==> src/rtl/load_store_unit.sv <==
// Load/store unit between execute and a 32x32-bit word memory: SW is one write, SB/SH are
// read-modify-write, loads read then extract and extend a lane; bad accesses never touch memory.
module load_store_unit #(
    parameter int DM_AW = 5
) (
    input  logic             clk,
    input  logic             rst_n,
    input  logic             req_valid,
    output logic             req_ready,
    input  logic             req_we,
    input  logic [2:0]       funct3,
    input  logic [31:0]      addr,
    input  logic [31:0]      wdata,
    output logic             resp_valid,
    output logic [31:0]      rdata,
    output logic             err,
    output logic [DM_AW-1:0] dm_address,
    output logic [31:0]      dm_wd,
    output logic             dm_we,
    input  logic [31:0]      dm_rd
);

    typedef enum logic [2:0] {
        IDLE  = 3'd0,
        READ  = 3'd1,
        DATA  = 3'd2,
        WRITE = 3'd3,
        ERR   = 3'd4,
        RESP  = 3'd5
    } state_t;

    state_t      state;
    logic [1:0]  a_q;
    logic [2:0]  f3_q;
    logic        we_q;
    logic [31:0] wd_q;

    logic        legal;
    logic        misaligned;
    logic        is_sw;
    logic [31:0] merged;
    logic [31:0] extracted;
    logic        unused_addr_hi;

    // Upper address bits only select an alias of the same memory word.
    assign unused_addr_hi = ^addr[31:DM_AW+2];

    always_comb begin
        legal = 1'b0;
        if (req_we) begin
            legal = (funct3 == 3'b000) || (funct3 == 3'b001) || (funct3 == 3'b010);
        end else begin
            legal = (funct3 == 3'b000) || (funct3 == 3'b001) || (funct3 == 3'b010) ||
                    (funct3 == 3'b100) || (funct3 == 3'b101);
        end
    end

    assign misaligned = ((funct3[1:0] == 2'b01) && addr[0]) ||
                        ((funct3[1:0] == 2'b10) && (addr[1:0] != 2'b00));
    assign is_sw      = req_we && (funct3 == 3'b010);

    // Replace the addressed byte/half of the word just read with the low store data.
    always_comb begin
        merged = dm_rd;
        case (f3_q[1:0])
            2'b00:   merged[{a_q, 3'b000} +: 8]        = wd_q[7:0];
            2'b01:   merged[{a_q[1], 4'b0000} +: 16]   = wd_q[15:0];
            default: merged = wd_q;
        endcase
    end

    always_comb begin
        extracted = dm_rd;
        case (f3_q)
            3'b000:  extracted = {{24{dm_rd[{a_q, 3'b111}]}}, dm_rd[{a_q, 3'b000} +: 8]};
            3'b100:  extracted = {24'd0, dm_rd[{a_q, 3'b000} +: 8]};
            3'b001:  extracted = {{16{dm_rd[{a_q[1], 4'b1111}]}}, dm_rd[{a_q[1], 4'b0000} +: 16]};
            3'b101:  extracted = {16'd0, dm_rd[{a_q[1], 4'b0000} +: 16]};
            default: extracted = dm_rd;
        endcase
    end

    assign req_ready  = (state == IDLE);
    assign resp_valid = (state == RESP);
    // Gating with rst_n keeps a reset edge from committing a half-finished store.
    assign dm_we      = (state == WRITE) && rst_n;

    always_ff @(posedge clk) begin
        if (!rst_n) begin
            state      <= IDLE;
            a_q        <= 2'd0;
            f3_q       <= 3'd0;
            we_q       <= 1'b0;
            wd_q       <= 32'd0;
            rdata      <= 32'd0;
            err        <= 1'b0;
            dm_address <= '0;
            dm_wd      <= 32'd0;
        end else begin
            case (state)
                IDLE: begin
                    if (req_valid) begin
                        a_q  <= addr[1:0];
                        f3_q <= funct3;
                        we_q <= req_we;
                        wd_q <= wdata;
                        err  <= 1'b0;
                        if (!legal || misaligned) begin
                            state <= ERR;
                        end else if (is_sw) begin
                            dm_address <= addr[DM_AW+1:2];
                            dm_wd      <= wdata;
                            state      <= WRITE;
                        end else begin
                            dm_address <= addr[DM_AW+1:2];
                            state      <= READ;
                        end
                    end
                end
                READ:  state <= DATA;
                DATA: begin
                    if (we_q) begin
                        dm_wd <= merged;
                        state <= WRITE;
                    end else begin
                        rdata <= extracted;
                        state <= RESP;
                    end
                end
                WRITE: state <= RESP;
                ERR: begin
                    err   <= 1'b1;
                    rdata <= 32'd0;
                    state <= RESP;
                end
                RESP:    state <= IDLE;
                default: state <= IDLE;
            endcase
        end
    end

endmodule

==> config.mk <==
export PLATFORM = sky130hd
export DESIGN_NAME = load_store_unit
export DESIGN_NICKNAME = d
export VERILOG_FILES = /design/src/rtl/load_store_unit.sv
export SDC_FILE = /design/constraint.sdc
export NUM_CORES = 1
export LEC_CHECK = 0
export ABC_AREA = 1
export BUFFER_PORTS_ARGS = -buffer_cell sky130_fd_sc_hd__buf_2
export CAP_MARGIN = 20
export CORE_AREA = 2 2 107 119
export DETAILED_ROUTE_END_ITERATION = 8
export DIE_AREA = 0 0 109 121
export GPL_TIMING_DRIVEN = 0
export PLACE_DENSITY = 0.85
export SYNTH_ARGS = -nofsm -noshare
export SYNTH_HDL_FRONTEND = slang
export SYNTH_SLANG_ARGS = --single-unit
==> constraint.sdc <==
create_clock -name clk -period 4.8 [get_ports clk]
set_clock_uncertainty 0.05 [all_clocks]
set_input_delay 0.96 -clock clk [delete_from_list [all_inputs] [get_ports clk]]
set_output_delay 0.96 -clock clk [all_outputs]
set_load 0.02 [all_outputs]
==> results of run 1 <==
-- area by class of cell --
type                            count  share of cell area
Clock buffer                       10              0.0286
Inverter                          102              0.0482
Buffer                             69              0.0390
Sequential cell                   111               0.278
Clock inverter                      4             0.00704
Timing Repair Buffer              149              0.0933
Tap cell                          154              0.0241
Multi-Input combinational cell    854               0.482
-- per-layer routing --
| metal | track usage | vias up | wire, µm |
|---|---|---|---|
| li1 | - | 3925 | - |
| met1 | 0.492 | 3567 | 10500 |
| met2 | 0.579 | 412 | 10800 |
| met3 | 0.0516 | 80 | 2030 |
| met4 | 0.192 | 0 | 1220 |
| met5 | 0 | - | 0 |
-- power breakdown --
part	internal (mW)	total [mW]	switching [mW]
clock network	0.404	0.759	0.354
logic	0.329	1.11	0.786
registers	1.00	1.07	0.0654
total	1.74	2.94	1.21
-- placed cells by master (no fill, tap or decap), types with 2 or more instances in the layout --
cell type  instances
nand3_1           73
buf_2            176
clkbuf_1          35
inv_6              2
o211ai_1          12
buf_1              3
inv_1             93
nor2_1            81
a31oi_1            3
clkbuf_16          9
or2_2             22
dfxtp_1          111
nand2_1          411
o21ai_0           52
buf_4              5
ha_1               5
or2_1             13
nor2_2             7
inv_2              8
nand3_2            4
nand4_1           14
a21oi_1          150
-- worst reg2reg max path, cell delays in order, from the launching register on --
cell     delay (ps)
dfxtp_1         520
inv_2           160
buf_2           260
ha_1            310
buf_2           170
inv_1           160
nor2_2          320
nand2_1         110
nand2_1          70
nand2_1          50
nand3_1          90
nand2_1          50
nand2_1          70
nand2_1          50
nor2_1           80
-- kinds of logic (layout without fill, tap and decap cells) --
| kind of cell | Yosys count | in the layout | synth area share |
|---|---|---|---|
| AO/OA/AOI/OAI | 220 | 220 | 0.168 |
| adder cells (fa/ha/maj) | 5 | 5 | 0.00924 |
| buffers and inverters | 171 | 334 | 0.103 |
| flip-flops | 111 | 111 | 0.328 |
| AND/OR/NAND/NOR | 629 | 629 | 0.391 |
-- synth_stat cells --
master      n
nand2_1   411
nand2_2     1
nand3_2     4
buf_1       3
nor3_1      1
a31oi_1     3
o21ai_1     1
dfxtp_1   111
nor2_1     81
nand4_1    14
buf_4       5
inv_4       1
o211ai_1   12
o31ai_1     1
o21ai_0    52
clkbuf_1   34
or2_2      22
ha_1        5
or2_1      13
inv_1      93
inv_2       8
nand3_1    73
buf_2      27
a21oi_1   150
nor2_2      7
nor2_8      1
o21a_1      1
nand3_4     1
-- worst max path at each step --
| stage | startpoint | to | slack (ps) | cells past startpoint |
|---|---|---|---|---|
| floorplan | rst_n | dm_we | 2020 | 4 |
| global placement | rst_n | dm_we | 1430 | 6 |
| detailed placement | rst_n | dm_we | 1420 | 6 |
| CTS | rst_n | dm_we | 1420 | 6 |
| global route | rst_n | dm_we | 1320 | 6 |
| finish | rst_n | dm_we | 1400 | 6 |
-- state kept, by name (all words and copies together) (netlist names) --
signal	count
a_q	2
dm_address	5
dm_wd	32
err	1
f3_q	3
rdata	32
state	3
wd_q	32
we_q	1
-- per-stage QoR --
stage	hold WS, ps	utilization	area [µm²]	setup slack, ps	total power, mW
final	412	0.670	8000	1400	2.94
after global routing	429	0.670	8000	1320	3.09
after CTS	413	0.670	8000	1420	2.91
after detailed placement	402	0.646	7710	1420	2.17
after global placement	396	0.646	7710	1430	2.16
after floorplan	395	-	6770	2020	1.83
==> impl_metrics.ini, run 1 <==
[grt]
grt_pass1_vias = 7166
track_usage = 0.370
grt_pass1_wl_mm = 37.1
grt_overflow_total = 0
grt_max_degree = 18
antenna_found_initial = 0

[synthesis]
synth_area_leader_cell = dfxtp_1
synth-warning-count = 0
syn_avg_cell_area_um2 = 5.96
ys_seq_area_frac = 0.328
syn_nets = 1244
synth_cells = 1136
yosysTopAreaCellShare = 0.328
synth_area_um2 = 6770
ys_seq_elements = 111
synth_cell_types = 28
yosys-top-cells-area = dfxtp_1 (33%), nand2_1 (23%), a21oi_1 (11%)

[cells_and_area]
seq_area_um2 = 2220
nFillCells = 1145
n_antenna_cell = 0
fin_cells = 1453
multi_input_area_um2 = 3850
area_delta_synth_final_pct = 18.1
drive_above_1_share = 0.184
nets = 1404

[min_path]
hold_class = reg -> reg
min_to = rdata[12]
min-delay-start = rdata[12]
holdPathStages = 2

[worst_setup_path]
crit_slowest_cell = buf_1
crit_family = buffers and inverters
criticalPathCategory = in -> out
r2r-end = dm_wd[19]
start_kind = input port
rrSetupSlack_ps = 2200
arrival_ps = 2390
path_common_cell = buf_2
crit_buf_inv = 5
critPathMaxFanout = 10
worstReg2RegStart = a_q[1]
r2r_cells = 14
cp_cell_sequence = buf_2 -> inv_2 -> clkbuf_1 -> buf_1 -> nor2_1 -> buf_2
slowest_delay_ps = 430
critPathCaptureType = output port
worst_ep_required_time_ps = 3790

[timing]
worst_slew_pin_slew_ps = 696
period_minus_slack_ps = 3400
setup_viol = 0
fin_crit_sh = 0.708
maxSlewViolCount = 0
final_hold_viol_count = 0
max_slew_margin = 0.536
fmax_mhz = 294
setup-tns-final_ps = 0
rsz0062_at_grt = no

[routing]
detail_route.first_pass.iterations = 6
viasPerCell = 5.49
avgRoutedWirePerCell_um = 16.9
detail-route-antenna-nets = 0
finalWirelength_mm = 24.5
vias = 7984
drcViolationCount = 0
drtIter0Drc = 946

[floorplan]
die_area_um2 = 13200
die_w_um = 109
core_um2 = 11900
row_count = 42
floorplan.initialDensity = 0.568
io_pins = 176
die_h_um = 121

[flow_run]
max-cap-violations = 0

[clocking]
numClockSinks = 111
clk_pin_slew_ps = 70
clkLatencyLatePin_ps = 370
numCtsBuffers = 9
ctsHoldBuffers = 0
cts-resized-gates = 0
post_cts_buffers = 0
clockBufferDepth = 2
clockRootBuffer = clkbuf_16
cts_tree = yes
h-tree-depth = 3

[placement]
place_congestion = 1.01
hpwl_mm = 18.9
io_buffers = 149
dp.cells = 1439

[pwr]
power_density_nw_per_um2 = 368
p_leak_nw = 3.85
ir_drop_mv = 0.291

[run_status]
status = complete, no violations
Power figures use the tool's default switching activity.
==> run 2, diff against run 1 <==
==> config.mk (replaced) <==
export PLATFORM = sky130hd
export DESIGN_NAME = load_store_unit
export DESIGN_NICKNAME = d
export VERILOG_FILES = /design/src/rtl/load_store_unit.sv
export SDC_FILE = /design/constraint.sdc
export NUM_CORES = 1
export LEC_CHECK = 0
export ABC_AREA = 0
export BUFFER_PORTS_ARGS = -buffer_cell sky130_fd_sc_hd__buf_2
export CAP_MARGIN = 20
export CORE_AREA = 2 2 106 118
export DETAILED_ROUTE_END_ITERATION = 8
export DIE_AREA = 0 0 108 120
export GPL_TIMING_DRIVEN = 0
export PLACE_DENSITY = 0.79
export SYNTH_ARGS = -nofsm -noshare
export SYNTH_HDL_FRONTEND = slang
export SYNTH_SLANG_ARGS = --single-unit
==> constraint.sdc (replaced) <==
create_clock -name clk -period 3.44 [get_ports clk]
set_clock_uncertainty 0.05 [all_clocks]
set_input_delay 0.688 -clock clk [delete_from_list [all_inputs] [get_ports clk]]
set_output_delay 0.688 -clock clk [all_outputs]
set_load 0.02 [all_outputs]
==> impl_metrics.ini, run 2 <==
[cells_and_area]
reg_top3 = dm_wd: 32 flops, rdata: 32 flops, wd_q: 32 flops
n_antenna_cell = 0
most-common-layout-cells = buf_2 (170), dfxtp_1 (111), nand2_1 (89), a21boi_0 (45), nor2_1 (42)
final_util = 0.616
final_common_cell = buf_2
nets = 946
area_delta_synth_final_pct = 20.8
drive_above_1_share = 0.248

[timing]
worst_slack_ps = 578
setup_viol = 0
maxSlewViolCount = 0
period_minus_slack_ps = 2860
fmax_mhz = 349
fin_crit_sh = 0.832
max_slew_margin = 0.287
worst_slew_pin_slew_ps = 1050
rsz0062_at_grt = no
final_hold_viol_count = 0
setup-tns-final_ps = 0

[clocking]
clkLatencyLatePin_ps = 360
clockBufferDepth = 2
numClockSinks = 111
clk_pin_slew_ps = 70
cts_tree = yes
numCtsBuffers = 9
cts-resized-gates = 0
h-tree-depth = 3
ctsHoldBuffers = 0
clockRootBuffer = clkbuf_16
post_cts_buffers = 0

[synthesis]
synth-compound-area-share = 0.284
synth_cell_types = 58
synth-warning-count = 0
yosysTopAreaCellShare = 0.369
syn_nets = 785
async_flop_share = 0
synthMuxAreaShare = 0.0706
synth_commonest_cells = dfxtp_1 (111), nand2_1 (89), a21boi_0 (45)
synth-xor-area-share = 0
synth_ff_type = dfxtp_1
ys_seq_area_frac = 0.369
synth_cells = 677
synth-simple-area-share = 0.210
synth_area_leader_cell = dfxtp_1
synth_top_family_by_area = compound AO/OA/AOI/OAI gates
synth-adder-area-share = 0.0104
ys_seq_elements = 111
syn_avg_cell_area_um2 = 8.90
synth_area_um2 = 6030
synth_edf_count = 0
yosys-top-cells-area = dfxtp_1 (37%), mux2i_1 (6.3%), a21boi_0 (5.6%)
yosysMostFrequentCell = dfxtp_1

[worst_setup_path]
start_kind = register
crit_buf_inv = 2
critPathCaptureType = register
criticalPathCategory = reg -> reg
arrival_ps = 3080
slowest_delay_ps = 540
critPathMaxFanout = 10
crit_family = compound AO/OA/AOI/OAI gates
worst_ep_required_time_ps = 3660
crit_slowest_cell = dfxtp_1
cp_cell_sequence = buf_4 -> inv_1 -> ha_1 -> or4bb_1 -> a2bb2oi_1 -> a221oi_1 -> o32ai_2

[min_path]
hold_class = reg -> reg

[placement]
io_buffers = 150
hpwl_mm = 15.2
place_congestion = 1.01
place_ws_ps = 690

[pwr]
power_mw = 3.54
p_leak_nw = 2.95
power_density_nw_per_um2 = 486
ir_drop_mv = 0.244

[flow_run]
max-cap-violations = 0

[floorplan]
die_w_um = 108
die_area_um2 = 13000
die_h_um = 120
row_count = 42
core_um2 = 11800
io_pins = 176
floorplan.initialDensity = 0.510

[routing]
avgRoutedWirePerCell_um = 19.9
drcViolationCount = 0
detail-route-antenna-nets = 0
detail_route.first_pass.iterations = 5
viasPerCell = 6.10
vias = 6085
finalWirelength_mm = 19.9
drtIter0Drc = 557

[grt]
track_usage = 0.304
grt_pass1_wl_mm = 30.3
grt_max_degree = 17
grt_pass1_vias = 5526
grt_overflow_total = 0
antenna_found_initial = 0

[run_status]
status = complete, no violations
-- run 2: changes by cell type in the layout (fill, tap and decap cells not counted), moves of 38 or more --
cell      change
nor2_1       -39
nand3_1      -60
mux2i_1      +38
a21oi_1     -146
a21boi_0     +45
o21ai_0      -38
nand2_1     -322
inv_1        -75
-- run 2: cell type report --
type | instances | area (µm²)
tap | 154 | 193
clock inverter | 2 | 37.5
clock buffer | 14 | 274
sequential | 111 | 2220
timing repair buffer | 150 | 751
inverter | 18 | 67.6
multi-input combinational | 484 | 3470
fill | 1106 | 4540
buffer | 64 | 273
-- run 2: cells by family after synthesis --
| family | after synthesis |
|---|---|
| and+or+nand+nor | 242 |
| AOI/OAI and AO/OA | 196 |
| DFF | 111 |
| buffers and inverters | 82 |
| muxes | 41 |
| adders and majority gates | 5 |
-- run 2: worst register-to-register path, stage by stage, from the launching register on --
cell and delay, ps:
dfxtp_1 540, buf_4 260, inv_1 130, ha_1 340, or4bb_1 530, a2bb2oi_1 400
a221oi_1 220, o32ai_2 300
-- run 2: path summary, 6_finish.rpt --
kind              startpoint         to  slack, ps  cells past startpoint
hold reg to reg    dm_wd[22]  dm_wd[22]        410                      1
hold / removal     dm_wd[22]  dm_wd[22]        410                      1
setup / recovery      a_q[1]   dm_wd[7]        580                      7
setup reg to reg      a_q[1]   dm_wd[7]        580                      7
-- run 2: layer usage --
layer	vias up	track usage	routed length, µm
li1	2831	-	-
met1	2882	0.406	8100
met2	329	0.490	9350
met3	43	0.0554	1880
met4	0	0.109	551
met5	-	0	0
-- run 2: per-stage QoR --
step | area, µm² | std cells | hold slack [ps]
after floorplan | 6030 | 677 | 393
after global placement | 6970 | 981 | 393
after detailed placement | 6970 | 981 | 395
after CTS | 7280 | 997 | 412
after global routing | 7280 | 997 | 427
final | 7280 | 997 | 410
-- run 2: where the power goes --
part	internal (mW)	leakage, nW	switching (mW)	total (mW)
clock network	0.626	0.149	0.469	1.10
logic	0.340	1.90	0.639	0.978
registers	1.37	0.901	0.0896	1.46
